==> config.mk <==
export PLATFORM = sky130hd
export DESIGN_NAME = i2c_dyn_ctrl_v2
export DESIGN_NICKNAME = d
export VERILOG_FILES = /design/src/rtl/i2c_dyn_ctrl_v2.sv
export SDC_FILE = /design/constraint.sdc
export NUM_CORES = 1
export LEC_CHECK = 0
export ABC_CLOCK_PERIOD_IN_PS = 2290
export BUFFER_PORTS_ARGS = -buffer_cell sky130_fd_sc_hd__buf_4
export CAP_MARGIN = 20
export CORE_ASPECT_RATIO = 0.5
export CORE_MARGIN = 3
export CORE_UTILIZATION = 41
export DETAILED_ROUTE_END_ITERATION = 7
export PLACE_DENSITY = 0.69
export SLEW_MARGIN = 20
export SYNTH_ARGS = -nofsm -noshare
export SYNTH_HDL_FRONTEND = slang
export SYNTH_SLANG_ARGS = --single-unit
==> constraint.sdc <==
create_clock -name clk -period 2.29 [get_ports clk]
set_input_delay 0.229 -clock clk [delete_from_list [all_inputs] [get_ports clk]]
set_output_delay 0.229 -clock clk [all_outputs]
set_load 0.05 [all_outputs]
==> src/rtl/i2c_dyn_ctrl_v2.sv <==
// i2c_dyn_ctrl_v2 -- dynamic-mode I2C master controller (second generation).
//
// Watches the TX FIFO command stream and drives MSMS/RSTA/TXAK control-register
// strobes. A TX FIFO word is {stop, start, byte[DW-1:0]}. A start word with
// bit0=1 (read address) is followed by a length word. The block then counts
// received bytes, NACKs the final byte and issues the stop that was carried
// on the length word once the read completes.
//
// Handshake: a TX word is consumed on a cycle where tx_fifo_rd=1. A received
// byte is signalled by a single-cycle rx_fifo_wr=1. Both are sampled on the
// rising clock edge and have no back-pressure.
//
// Ports:
//   clk, rstn          clock, synchronous active-low reset
//   cr_en              core enable; low acts like reset and gates all outputs
//   cr_msms            current MSMS bit (1 = this master owns the bus)
//   tx_fifo_empty      TX FIFO empty
//   tx_fifo_dout       TX FIFO head word {stop, start, data}
//   tx_fifo_rd         TX FIFO pop
//   rx_fifo_wr         received byte written to the RX FIFO
//   cr_msms_set        start on an idle bus (combinational)
//   cr_rsta_set        repeated start on an owned bus (combinational)
//   cr_msms_clr        stop: write stop (combinational) or read stop (pulse)
//   cr_txak_set        pulse: NACK the next byte
//   cr_txak_clr        pulse: ACK the following bytes
//   rd_active          state is RD_LEN or RD
//   rcnt               bytes remaining in the current read
//   rd_done            pulse: last read byte received
//   err_seq            pulse: protocol-sequence error
//   err_ovr            pulse: RX write with no read pending
module i2c_dyn_ctrl_v2 #(
    parameter int DW = 8,
    parameter int CW = 8
) (
    input  logic          clk,
    input  logic          rstn,
    input  logic          cr_en,
    input  logic          cr_msms,
    input  logic          tx_fifo_empty,
    input  logic [DW+1:0] tx_fifo_dout,
    input  logic          tx_fifo_rd,
    input  logic          rx_fifo_wr,
    output logic          cr_msms_set,
    output logic          cr_rsta_set,
    output logic          cr_msms_clr,
    output logic          cr_txak_set,
    output logic          cr_txak_clr,
    output logic          rd_active,
    output logic [CW-1:0] rcnt,
    output logic          rd_done,
    output logic          err_seq,
    output logic          err_ovr
);

    localparam logic [1:0] ST_IDLE   = 2'd0;
    localparam logic [1:0] ST_WR     = 2'd1;
    localparam logic [1:0] ST_RD_LEN = 2'd2;
    localparam logic [1:0] ST_RD     = 2'd3;

    localparam logic [CW-1:0] CNT_ONE = CW'(1);
    localparam logic [CW-1:0] CNT_TWO = CW'(2);

    logic [1:0]    state, state_nxt;
    logic [CW-1:0] rcnt_q, rcnt_nxt;
    logic          stop_pend, stop_pend_nxt;

    // Registered single-cycle pulses.
    logic msms_clr_q, msms_clr_nxt;
    logic txak_set_q, txak_set_nxt;
    logic txak_clr_q, txak_clr_nxt;
    logic rd_done_q, rd_done_nxt;
    logic err_seq_q, err_seq_nxt;
    logic err_ovr_q, err_ovr_nxt;

    logic          head_start, head_stop;
    logic [CW-1:0] head_len;
    logic          strobe_ok;
    logic          wr_stop;

    assign head_start = tx_fifo_dout[DW];
    assign head_stop  = tx_fifo_dout[DW+1];

    // Length word is the data field zero-extended to the counter width.
    always_comb begin
        head_len = '0;
        head_len[DW-1:0] = tx_fifo_dout[DW-1:0];
    end

    // Strobes are level outputs: held for as long as the qualifying word sits
    // at the FIFO head, so the control-register block sees them until the pop.
    assign strobe_ok = cr_en && !tx_fifo_empty && (state == ST_IDLE || state == ST_WR);
    assign wr_stop   = strobe_ok && head_stop && !head_start;

    assign cr_msms_set = strobe_ok && head_start && !cr_msms;
    assign cr_rsta_set = strobe_ok && head_start && cr_msms;
    assign cr_msms_clr = wr_stop || (cr_en && msms_clr_q);
    assign cr_txak_set = cr_en && txak_set_q;
    assign cr_txak_clr = cr_en && txak_clr_q;
    assign rd_done     = cr_en && rd_done_q;
    assign err_seq     = cr_en && err_seq_q;
    assign err_ovr     = cr_en && err_ovr_q;
    assign rd_active   = cr_en && (state == ST_RD_LEN || state == ST_RD);
    assign rcnt        = cr_en ? rcnt_q : '0;

    always_comb begin
        state_nxt     = state;
        rcnt_nxt      = rcnt_q;
        stop_pend_nxt = stop_pend;
        msms_clr_nxt  = 1'b0;
        txak_set_nxt  = 1'b0;
        txak_clr_nxt  = 1'b0;
        rd_done_nxt   = 1'b0;
        err_seq_nxt   = 1'b0;
        err_ovr_nxt   = 1'b0;

        case (state)
            ST_IDLE, ST_WR: begin
                if (tx_fifo_rd) begin
                    if (head_start) begin
                        state_nxt = tx_fifo_dout[0] ? ST_RD_LEN : ST_WR;
                    end else if (state == ST_WR) begin
                        if (head_stop) state_nxt = ST_IDLE;
                    end else begin
                        err_seq_nxt = 1'b1;
                    end
                end
            end
            ST_RD_LEN: begin
                if (tx_fifo_rd) begin
                    rcnt_nxt      = head_len;
                    stop_pend_nxt = head_stop;
                    if (head_len == '0) begin
                        // Zero-length read is illegal; still honour its stop.
                        err_seq_nxt  = 1'b1;
                        msms_clr_nxt = head_stop;
                        state_nxt    = ST_IDLE;
                    end else begin
                        txak_set_nxt = (head_len == CNT_ONE);
                        txak_clr_nxt = (head_len != CNT_ONE);
                        state_nxt    = ST_RD;
                    end
                end
            end
            default: begin // ST_RD
                if (tx_fifo_rd) err_seq_nxt = 1'b1;
                if (rx_fifo_wr) begin
                    if (rcnt_q != '0) rcnt_nxt = rcnt_q - CNT_ONE;
                    // Set TXAK one byte ahead so the last byte gets NACKed.
                    if (rcnt_q == CNT_TWO) txak_set_nxt = 1'b1;
                    if (rcnt_q == CNT_ONE) begin
                        rd_done_nxt = 1'b1;
                        if (stop_pend) begin
                            msms_clr_nxt = 1'b1;
                            state_nxt    = ST_IDLE;
                        end else begin
                            state_nxt = ST_WR;
                        end
                    end
                end
            end
        endcase

        if (rx_fifo_wr && state != ST_RD) err_ovr_nxt = 1'b1;
    end

    always_ff @(posedge clk) begin
        if (!rstn || !cr_en) begin
            state      <= ST_IDLE;
            rcnt_q     <= '0;
            stop_pend  <= 1'b0;
            msms_clr_q <= 1'b0;
            txak_set_q <= 1'b0;
            txak_clr_q <= 1'b0;
            rd_done_q  <= 1'b0;
            err_seq_q  <= 1'b0;
            err_ovr_q  <= 1'b0;
        end else begin
            state      <= state_nxt;
            rcnt_q     <= rcnt_nxt;
            stop_pend  <= stop_pend_nxt;
            msms_clr_q <= msms_clr_nxt;
            txak_set_q <= txak_set_nxt;
            txak_clr_q <= txak_clr_nxt;
            rd_done_q  <= rd_done_nxt;
            err_seq_q  <= err_seq_nxt;
            err_ovr_q  <= err_ovr_nxt;
        end
    end

endmodule

# Word level (Yosys, flattened, before mapping)
# Index checks and enable logic that the tools add are counted.
[word_totals]
ff_bits = 17
mem_bits_rw = 0
output_inout_bits = 17
in_bits = 17
mem_bits_ro = 0
latch_bits = 0
memories = 0
[op_classes]
order_cmp = 0
div_mod_pow = 0
addsub = 1
n_mul = 0
n_eq_ne = 12
bitwise_logic = 4
n_reduce_logical = 37
mux = 36
n_shift = 0
[op_table]
columns = ["operator", "n"]
rows = [
  ["2-to-1 mux 8 bit", 4],
  ["2-to-1 mux 1 bit", 18],
  ["2-to-1 mux 2 bit", 9],
  ["== test 8 x 1 -> 1 bit (second input constant)", 2],
  ["one-hot mux 8 bit (2 select lines)", 1],
  ["logical AND 1 bit", 15],
  ["== test 8 x 2 -> 1 bit (second input constant)", 1],
  ["zero test 8 bit", 1],
  ["inequality test 8 x 1 -> 1 bit (second input constant)", 1],
  ["nonzero test 8 bit", 1],
  ["subtractor 8 x 1 -> 8 bit (second input constant)", 1],
  ["inequality test 2 bit (second input constant)", 3],
  ["inequality test 3 bit (second input constant)", 2],
  ["one-hot mux 1 bit (2 select lines)", 3],
  ["AND reduction 6 bit", 1],
  ["nonzero test 3 bit", 2],
  ["zero test 1 bit", 5],
  ["OR reduction 5 bit", 1],
  ["== test 2 bit (second input constant)", 2],
  ["logical OR 1 bit", 4],
  ["NOT 1 bit", 4],
  ["one-hot mux 2 bit (2 select lines)", 1],
  ["AND reduction 4 bit", 1],
  ["nonzero test 2 bit", 2],
  ["5 further kinds", 5],
]

# Longest topological paths before layout
# Gate-level depths: netlist of run 1.
[logic_depth]
ltp_word = 6
depth_mapped = 7

# Least setup slack after synthesis of run 1
# No wires, ideal clock.
[synth_path]
kind = "flip-flop to output port"
from = "reg state[1]"
to = "out cr_msms_set"
arrival_time_ps = 2413
required_ps = 2061
path_slack_ps = -352
stages_incl_launch_ff = 5
n_path_buf = 0
path_cell_list = "dfxtp_1 inv_1 ha_1 o21ai_0 nor4b_1"
[synth_between]
elab_chain_cells = 5
[synth_lines]
columns = ["item", "line", "rtl"]
rows = [
  ["start, declared", "63", "logic [1:0] state, state_nxt;"],
  ["start signal, assigned", "178", "state <= state_nxt;"],
  ["== test 2 x 1 -> 1 bit or zero test 2 bit (tied branches)", "91", "assign strobe_ok = cr_en && !tx_fifo_empty && (state == ST_IDLE || state == ST_WR);"],
  ["logical OR 1 bit *", "91", ""],
  ["logical AND 1 bit *", "91", ""],
  ["logical AND 1 bit * (2 in series)", "94", "assign cr_msms_set = strobe_ok && head_start && !cr_msms;"],
  ["end, declared", "43", "output logic cr_msms_set,"],
]
# Every way passes the cells marked *; elsewhere a longest branch is shown, timed or not.

# Worst setup path after layout of run 1
[layout_path]
from = "reg state[0]"
to = "reg rcnt_q[1]"
[layout_between]
elab_chain_cells = 4
[layout_lines]
columns = ["item", "line", "rtl"]
rows = [
  ["== test 2 x 1 -> 1 bit or zero test 2 bit (tied branches)", "116", "case (state)"],
  ["OR reduction 2 bit", "116", ""],
  ["NOT 1 bit (no source line)", "-", ""],
  ["AND reduction 4 bit (no source line)", "-", ""],
  ["end signal, assigned", "179", "rcnt_q <= rcnt_nxt;"],
  ["end, declared", "64", "logic [CW-1:0] rcnt_q, rcnt_nxt;"],
]
# Several ways; a longest one is shown, not always the timed one.
# A chain may end at the register's enable or synchronous reset.

==> results of run 1 <==
-- where the power goes --
group          total [mW]  internal (mW)  leakage (nW)  switching, mW
combinational      0.0902         0.0373         0.491         0.0529
sequential          0.299          0.298         0.137        0.00108
clock               0.238          0.124        0.0228          0.114
total               0.627          0.459         0.651          0.168
-- per-layer routing --
metal,GRT usage [%],up-vias
met1,26.68,598
met2,27.71,76
li1,-,635
met3,4.472,6
met4,8.795,0
met5,0,-
-- cells by family (layout without fill, tap and decap cells) --
kind of cell	after synthesis	after routing	synth area share, %
flops	17	17	28.25
simple gates	65	65	30.12
fa+ha+maj	8	8	8.308
compound gates	45	45	25.86
mux	2	2	1.662
buf+inv	14	48	5.815
-- synth_stat cells, types with 3 or more instances --
master                     number
sky130_fd_sc_hd__o32ai_1        3
sky130_fd_sc_hd__nand2_1       13
sky130_fd_sc_hd__ha_1           8
sky130_fd_sc_hd__dfxtp_1       17
sky130_fd_sc_hd__o21ai_0        6
sky130_fd_sc_hd__and2_1        15
sky130_fd_sc_hd__nor3_1         4
sky130_fd_sc_hd__a21oi_1       14
sky130_fd_sc_hd__nor4_1         4
sky130_fd_sc_hd__nand4_1        4
sky130_fd_sc_hd__inv_1          7
sky130_fd_sc_hd__clkbuf_1       4
sky130_fd_sc_hd__o31ai_1        3
sky130_fd_sc_hd__nand3_1        3
sky130_fd_sc_hd__nor2_1        10
sky130_fd_sc_hd__o311ai_0       3
-- final timing paths --
kind,from,to,slack [ns],depth (start not counted)
setup / recovery,state[0],rcnt_q[1],0.21,7
hold / removal,rx_fifo_wr,err_ovr_q,0.21,2
setup reg to reg,state[0],rcnt_q[1],0.21,7
hold reg to reg,stop_pend,stop_pend,0.51,2
-- through the flow --
| step | instance area, sq um | instances | power (mW) | setup TNS, ns | setup WS (ns) |
|---|---|---|---|---|---|
| after detailed placement | 1485 | 218 | 0.3942 | 0 | 0.2530 |
| final | 1530 | 222 | 0.6267 | 0 | 0.2120 |
| after CTS | 1530 | 222 | 0.6218 | 0 | 0.2366 |
| after global placement | 1485 | 218 | 0.3943 | 0 | 0.3370 |
| after floorplan | 1205 | 151 | 0.3525 | -0.7036 | -0.3518 |
| after global routing | 1530 | 222 | 0.6485 | 0 | 0.06869 |
-- registers in the layout, indices dropped and copies added, names as in the netlist --
signal,count
err_ovr_q,1
err_seq_q,1
msms_clr_q,1
rcnt_q,8
rd_done_q,1
state,2
stop_pend,1
txak_clr_q,1
txak_set_q,1
-- final cells by class --
cell class / count / area [sq um]
Sequential cell: 17 / 340.3
Fill cell: 271 / 1170
Timing Repair Buffer: 37 / 277.8
Tap cell: 37 / 46.29
Multi-Input combinational cell: 120 / 794.5
Clock buffer: 4 / 45.04
Inverter: 7 / 26.28
==> flow_results.xml, run 1 <==
<?xml version="1.0" encoding="UTF-8"?>
<metrics>
  <group name="final_layout">
    <metric name="nets" unit="">211</metric>
    <metric name="postLayoutCoreUtil" unit="%">56.67</metric>
    <metric name="synthToLayoutAreaGrowth" unit="%">27.00</metric>
    <metric name="antenna_cells_inserted" unit="">0</metric>
    <metric name="post_route_cells_drive_above_1_share" unit="%">25.41</metric>
    <metric name="layout_commonest_cell" unit="">sky130_fd_sc_hd__buf_4</metric>
    <metric name="most-common-layout-cells" unit="">37 x sky130_fd_sc_hd__buf_4, 17 x sky130_fd_sc_hd__dfxtp_1, 15 x sky130_fd_sc_hd__and2_1</metric>
  </group>
  <group name="floorplan">
    <metric name="start_util" unit="%">44.62</metric>
    <metric name="ios" unit="">34</metric>
    <metric name="die_area" unit="sq um">3665</metric>
    <metric name="die_y" unit="um">44.34</metric>
    <metric name="die_w" unit="um">82.67</metric>
    <metric name="floorplan.core_area" unit="sq um">2700</metric>
    <metric name="rows" unit="">13</metric>
  </group>
  <group name="global_routing">
    <metric name="antenna_violations_before_repair" unit="">0</metric>
    <metric name="grt_start_max_net_pins" unit="">26</metric>
    <metric name="grt_pass1_vias" unit="">1112</metric>
    <metric name="grt_pass1_wl" unit="um">5230</metric>
    <metric name="global_route.overflow_total" unit="">0</metric>
    <metric name="global_route_usage_over_all_layers" unit="%">19.06</metric>
  </group>
  <group name="clock_network">
    <metric name="cts.reportedPaths.clkPinSlew" unit="ns">0.07</metric>
    <metric name="clk_path_buf_depth" unit="">2</metric>
    <metric name="clock_latency" unit="ns">0.26</metric>
    <metric name="cts-resized-gates" unit="">0</metric>
    <metric name="cts_num_sinks" unit="">17</metric>
    <metric name="tritoncts" unit="">built</metric>
    <metric name="cts_inserted_buffers" unit="">3</metric>
    <metric name="cts_hold_repair.buffers" unit="">0</metric>
    <metric name="cts.root.buffer_cell" unit="">sky130_fd_sc_hd__clkbuf_8</metric>
    <metric name="postCtsSetupRepairBufs" unit="">0</metric>
    <metric name="htree_num_levels" unit="">1</metric>
  </group>
  <group name="setup_path">
    <metric name="critical_path.max_stage_delay" unit="ns">0.41</metric>
    <metric name="cp-end-kind" unit="">flop</metric>
    <metric name="worst-path-max-fanout" unit="">25</metric>
    <metric name="path_class" unit="">reg2reg</metric>
    <metric name="cp_top_family" unit="">compound AO/OA/AOI/OAI gates</metric>
    <metric name="startpoint_type" unit="">flop</metric>
    <metric name="critical_path.n_buffers_inverters" unit="">2</metric>
    <metric name="required" unit="ns">2.42</metric>
    <metric name="path_cells" unit="">inv_1 &gt; ha_1 &gt; buf_4 &gt; nand2_1 &gt; a211o_2 &gt; a2111oi_0 &gt; a211oi_1</metric>
    <metric name="arrival" unit="ns">2.20</metric>
    <metric name="timing.critical_path.slowest_stage_cell" unit="">sky130_fd_sc_hd__a2111oi_0</metric>
  </group>
  <group name="routing">
    <metric name="remaining_drc_errors" unit="">0</metric>
    <metric name="vias_per_cell" unit="">5.923</metric>
    <metric name="detail_route.wl_per_cell" unit="um">15.28</metric>
    <metric name="routed-via-count" unit="">1315</metric>
    <metric name="drt-met1-wl" unit="um">1533</metric>
    <metric name="total_length_of_routed_met3_wires" unit="um">333</metric>
    <metric name="drt-initial-drc-count" unit="">122</metric>
    <metric name="met2WireLength" unit="um">1479</metric>
    <metric name="top_layer_reached_by_signal_wires" unit="">met4</metric>
    <metric name="drt_wl_total" unit="um">3393</metric>
    <metric name="drt-pass1-iter-count" unit="">5</metric>
    <metric name="antenna_left" unit="">0</metric>
  </group>
  <group name="synthesis">
    <metric name="synth_flop_cell" unit="">sky130_fd_sc_hd__dfxtp_1</metric>
    <metric name="warnings_from_yosys" unit="">0</metric>
    <metric name="yosysTopAreaCell" unit="">sky130_fd_sc_hd__dfxtp_1</metric>
    <metric name="synth.net_count" unit="">176</metric>
    <metric name="synth_async_sr_flop_share" unit="%">0</metric>
    <metric name="distinct_cell_type_count_of_the_synthesized_netlist" unit="">43</metric>
    <metric name="netlist_instances" unit="">151</metric>
    <metric name="synth_seq_cells" unit="">17</metric>
    <metric name="synthesis.area" unit="sq um">1205</metric>
    <metric name="yosysSeqAreaShare" unit="%">28.25</metric>
    <metric name="mean_post_synth_cell_area" unit="sq um">7.980</metric>
    <metric name="synth_area_leaders" unit="">sky130_fd_sc_hd__dfxtp_1 28%, sky130_fd_sc_hd__ha_1 8.3%, sky130_fd_sc_hd__and2_1 7.8%</metric>
    <metric name="area_fraction_of_the_dominant_cell_type_after_synthesis" unit="%">28.25</metric>
    <metric name="synth_enable_flop_cells" unit="">0</metric>
  </group>
  <group name="sta">
    <metric name="rsz0062_at_grt" unit="">false</metric>
    <metric name="achievable-frequency" unit="MHz">481.2</metric>
    <metric name="number_of_hold_violations_in_the_final_report" unit="">0</metric>
    <metric name="layout_min_cycle_time" unit="ns">2.078</metric>
    <metric name="setup_violating_endpoint_count_in_the_final_report" unit="">0</metric>
    <metric name="final.period_utilization" unit="%">90.74</metric>
    <metric name="slew_headroom" unit="%">66.93</metric>
    <metric name="fin_worst_skew" unit="ns">0.001741</metric>
    <metric name="slew_viol_final" unit="">0</metric>
    <metric name="hold_ws" unit="ns">0.2071</metric>
    <metric name="worst_margin_slew" unit="ns">0.4949</metric>
  </group>
  <group name="flow_run">
    <metric name="max-cap-violations" unit="">0</metric>
  </group>
  <group name="place">
    <metric name="port_buffers" unit="">33</metric>
    <metric name="dp.final_hpwl" unit="um">2585</metric>
    <metric name="gp_congestion" unit="">0.8839</metric>
  </group>
  <group name="pwr">
    <metric name="cellLeakagePower" unit="nW">0.6509</metric>
    <metric name="cellPowerDensity" unit="nW/um^2">409.6</metric>
    <metric name="vdd_drop_max" unit="mV">0.1801</metric>
  </group>
  <group name="status">
    <metric name="status" unit="">finished, final reports clean</metric>
  </group>
  <group name="hold_path">
    <metric name="tightest_hold_check_type" unit="">in2reg</metric>
  </group>
</metrics>
(Power assumes the default switching activity.)
==> inputs of run 2 (changes only) <==
--- a/config.mk
+++ b/config.mk
@@ -13,6 +13,7 @@
 export CORE_UTILIZATION = 41
 export DETAILED_ROUTE_END_ITERATION = 7
 export PLACE_DENSITY = 0.69
+export REMOVE_ABC_BUFFERS = 1
 export SLEW_MARGIN = 20
 export SYNTH_ARGS = -nofsm -noshare
 export SYNTH_HDL_FRONTEND = slang
==> flow_results.xml, run 2 (synthesis results as in run 1) <==
<?xml version="1.0" encoding="UTF-8"?>
<metrics>
  <group name="final_layout">
    <metric name="biggestRegsByFlops" unit="">rcnt_q (8), state (2)</metric>
    <metric name="area_of_all_placed_cells_without_fillers" unit="sq um">1539</metric>
    <metric name="synthToLayoutAreaGrowth" unit="%">27.73</metric>
    <metric name="max_reg_flops" unit="">8</metric>
    <metric name="post_route_cells_drive_above_1_share" unit="%">26.34</metric>
    <metric name="max_flop_register" unit="">rcnt_q</metric>
    <metric name="postLayoutCoreUtil" unit="%">57.00</metric>
    <metric name="layout_commonest_cell" unit="">sky130_fd_sc_hd__buf_4</metric>
    <metric name="antenna_cells_inserted" unit="">0</metric>
    <metric name="area.sequential" unit="sq um">340.3</metric>
    <metric name="most-common-layout-cells" unit="">38 x sky130_fd_sc_hd__buf_4, 17 x sky130_fd_sc_hd__dfxtp_1, 15 x sky130_fd_sc_hd__and2_1</metric>
    <metric name="nets" unit="">212</metric>
    <metric name="multi_input_comb_area" unit="sq um">794.5</metric>
    <metric name="filler_free_cell_count_of_the_finished_design" unit="">223</metric>
    <metric name="number_of_filler_instances_in_the_final_layout" unit="">278</metric>
  </group>
  <group name="pwr">
    <metric name="switching_share" unit="%">26.26</metric>
    <metric name="comb_power_share" unit="%">14.7</metric>
    <metric name="vdd_drop_max" unit="mV">0.1935</metric>
    <metric name="p_sw" unit="uW">162.4</metric>
    <metric name="cellLeakagePower" unit="nW">0.6590</metric>
    <metric name="seq_power_share" unit="%">48.3</metric>
    <metric name="cellPowerDensity" unit="nW/um^2">401.9</metric>
    <metric name="clock_power_share" unit="%">37.0</metric>
    <metric name="report.power.total" unit="uW">618.5</metric>
    <metric name="internal_power" unit="uW">456.1</metric>
  </group>
  <group name="global_routing">
    <metric name="antenna_violations_before_repair" unit="">0</metric>
    <metric name="grt_start_max_net_pins" unit="">20</metric>
    <metric name="global_route_usage_over_all_layers" unit="%">19.42</metric>
    <metric name="global_route.overflow_total" unit="">0</metric>
    <metric name="grt_pass1_vias" unit="">1129</metric>
    <metric name="grt_pass1_wl" unit="um">5368</metric>
  </group>
  <group name="place">
    <metric name="placed_area" unit="sq um">1493</metric>
    <metric name="gp_congestion" unit="">0.8461</metric>
    <metric name="placement_stage_worst_setup_slack" unit="ns">0.2917</metric>
    <metric name="placed_cells_incl_taps" unit="">219</metric>
    <metric name="port_buffers" unit="">33</metric>
    <metric name="dp.final_hpwl" unit="um">2558</metric>
  </group>
  <group name="sta">
    <metric name="slew_headroom" unit="%">66.62</metric>
    <metric name="achievable-frequency" unit="MHz">483.2</metric>
    <metric name="slew_viol_final" unit="">0</metric>
    <metric name="layout_min_cycle_time" unit="ns">2.070</metric>
    <metric name="setup_violating_endpoint_count_in_the_final_report" unit="">0</metric>
    <metric name="worst_margin_slew" unit="ns">0.4994</metric>
    <metric name="fin_worst_skew" unit="ns">0.005360</metric>
    <metric name="final.period_utilization" unit="%">90.37</metric>
    <metric name="hold_ws" unit="ns">0.2096</metric>
    <metric name="setup_tns" unit="ns">0</metric>
    <metric name="fin_ws" unit="ns">0.2205</metric>
    <metric name="rsz0062_at_grt" unit="">false</metric>
    <metric name="number_of_hold_violations_in_the_final_report" unit="">0</metric>
  </group>
  <group name="clock_network">
    <metric name="clk_path_buf_depth" unit="">2</metric>
    <metric name="cts_hold_repair.buffers" unit="">0</metric>
    <metric name="cts-resized-gates" unit="">0</metric>
    <metric name="tritoncts" unit="">built</metric>
    <metric name="cts.root.buffer_cell" unit="">sky130_fd_sc_hd__clkbuf_8</metric>
    <metric name="htree_num_levels" unit="">1</metric>
    <metric name="cts.reportedPaths.clkPinSlew" unit="ns">0.07</metric>
    <metric name="clock_latency" unit="ns">0.25</metric>
    <metric name="cts_num_sinks" unit="">17</metric>
    <metric name="postCtsSetupRepairBufs" unit="">0</metric>
    <metric name="cts_inserted_buffers" unit="">3</metric>
  </group>
  <group name="routing">
    <metric name="routed-via-count" unit="">1291</metric>
    <metric name="drt-pass1-iter-count" unit="">4</metric>
    <metric name="vias_per_cell" unit="">5.789</metric>
    <metric name="detail_route.wl_per_cell" unit="um">15.17</metric>
    <metric name="drt-initial-drc-count" unit="">99</metric>
    <metric name="remaining_drc_errors" unit="">0</metric>
    <metric name="antenna_left" unit="">0</metric>
    <metric name="drt_wl_total" unit="um">3383</metric>
  </group>
  <group name="setup_path">
    <metric name="worst-path-max-fanout" unit="">5</metric>
    <metric name="cp-end-kind" unit="">flop</metric>
    <metric name="timing.critical_path.slowest_stage_cell" unit="">sky130_fd_sc_hd__dfxtp_1</metric>
    <metric name="required" unit="ns">2.41</metric>
    <metric name="critical_path.max_stage_delay" unit="ns">0.39</metric>
    <metric name="path_cells" unit="">inv_1 &gt; ha_1 &gt; or2b_2 &gt; a211o_2 &gt; o311ai_0 &gt; o31ai_1</metric>
    <metric name="reg2reg_slack" unit="ns">0.22</metric>
    <metric name="startpoint_type" unit="">flop</metric>
    <metric name="arrival" unit="ns">2.19</metric>
    <metric name="path_class" unit="">reg2reg</metric>
  </group>
  <group name="status">
    <metric name="status" unit="">finished, final reports clean</metric>
  </group>
  <group name="floorplan">
    <metric name="die_area" unit="sq um">3665</metric>
    <metric name="rows" unit="">13</metric>
    <metric name="die_y" unit="um">44.34</metric>
    <metric name="start_util" unit="%">44.62</metric>
    <metric name="die_w" unit="um">82.67</metric>
    <metric name="floorplan.core_area" unit="sq um">2700</metric>
    <metric name="ios" unit="">34</metric>
  </group>
  <group name="hold_path">
    <metric name="tightest_hold_check_type" unit="">in2reg</metric>
  </group>
  <group name="flow_run">
    <metric name="max-cap-violations" unit="">0</metric>
  </group>
</metrics>
## run 2: cell types whose count changed in the layout (fill, tap and decap cells not counted), sizes merged
cell | before | now
clkbuf | 4 | 3
clkinv | 0 | 1
buf | 37 | 38
## run 2: layout make-up
type / instances / share of cell area, %
flip-flops and latches: 17 / 22.11
well taps: 37 / 3.008
inverters: 7 / 1.707
clock inverters: 1 / 0.3252
repair buffers: 38 / 18.54
clock buffers: 3 / 2.683
multi-input cells: 120 / 51.63
## run 2: worst max-delay path, delay by kind of cell (launching register included)
kind            cells  cell delay, ns
compound gates      3            0.90
buf+inv             1            0.08
simple gates        1            0.32
flops               1            0.39
fa+ha+maj           1            0.24
## run 2: final timing paths
path               from         to  depth (start not counted)
min reg2reg   stop_pend  stop_pend                          2
max            state[0]  rcnt_q[2]                          6
max reg2reg    state[0]  rcnt_q[2]                          6
min          rx_fifo_wr  err_ovr_q                          2
## run 2: per-layer routing
metal / global-route usage, % / up-vias / wire [um]
met1: 27.98 / 594 / 1662
met4: 5.537 / 0 / 31
met5: 0 / - / 0
met2: 28.18 / 59 / 1388
li1: - / 634 / -
met3: 5.488 / 4 / 301
## run 2: power groups by stage
stage / registers [mW] / clock network, mW / logic, mW
floorplan: 0.305 / 0 / 0.0430
global placement: 0.305 / 0 / 0.0889
detailed placement: 0.306 / 0 / 0.0892
CTS: 0.299 / 0.237 / 0.0896
global route: 0.299 / 0.252 / 0.0985
finish: 0.299 / 0.229 / 0.0908
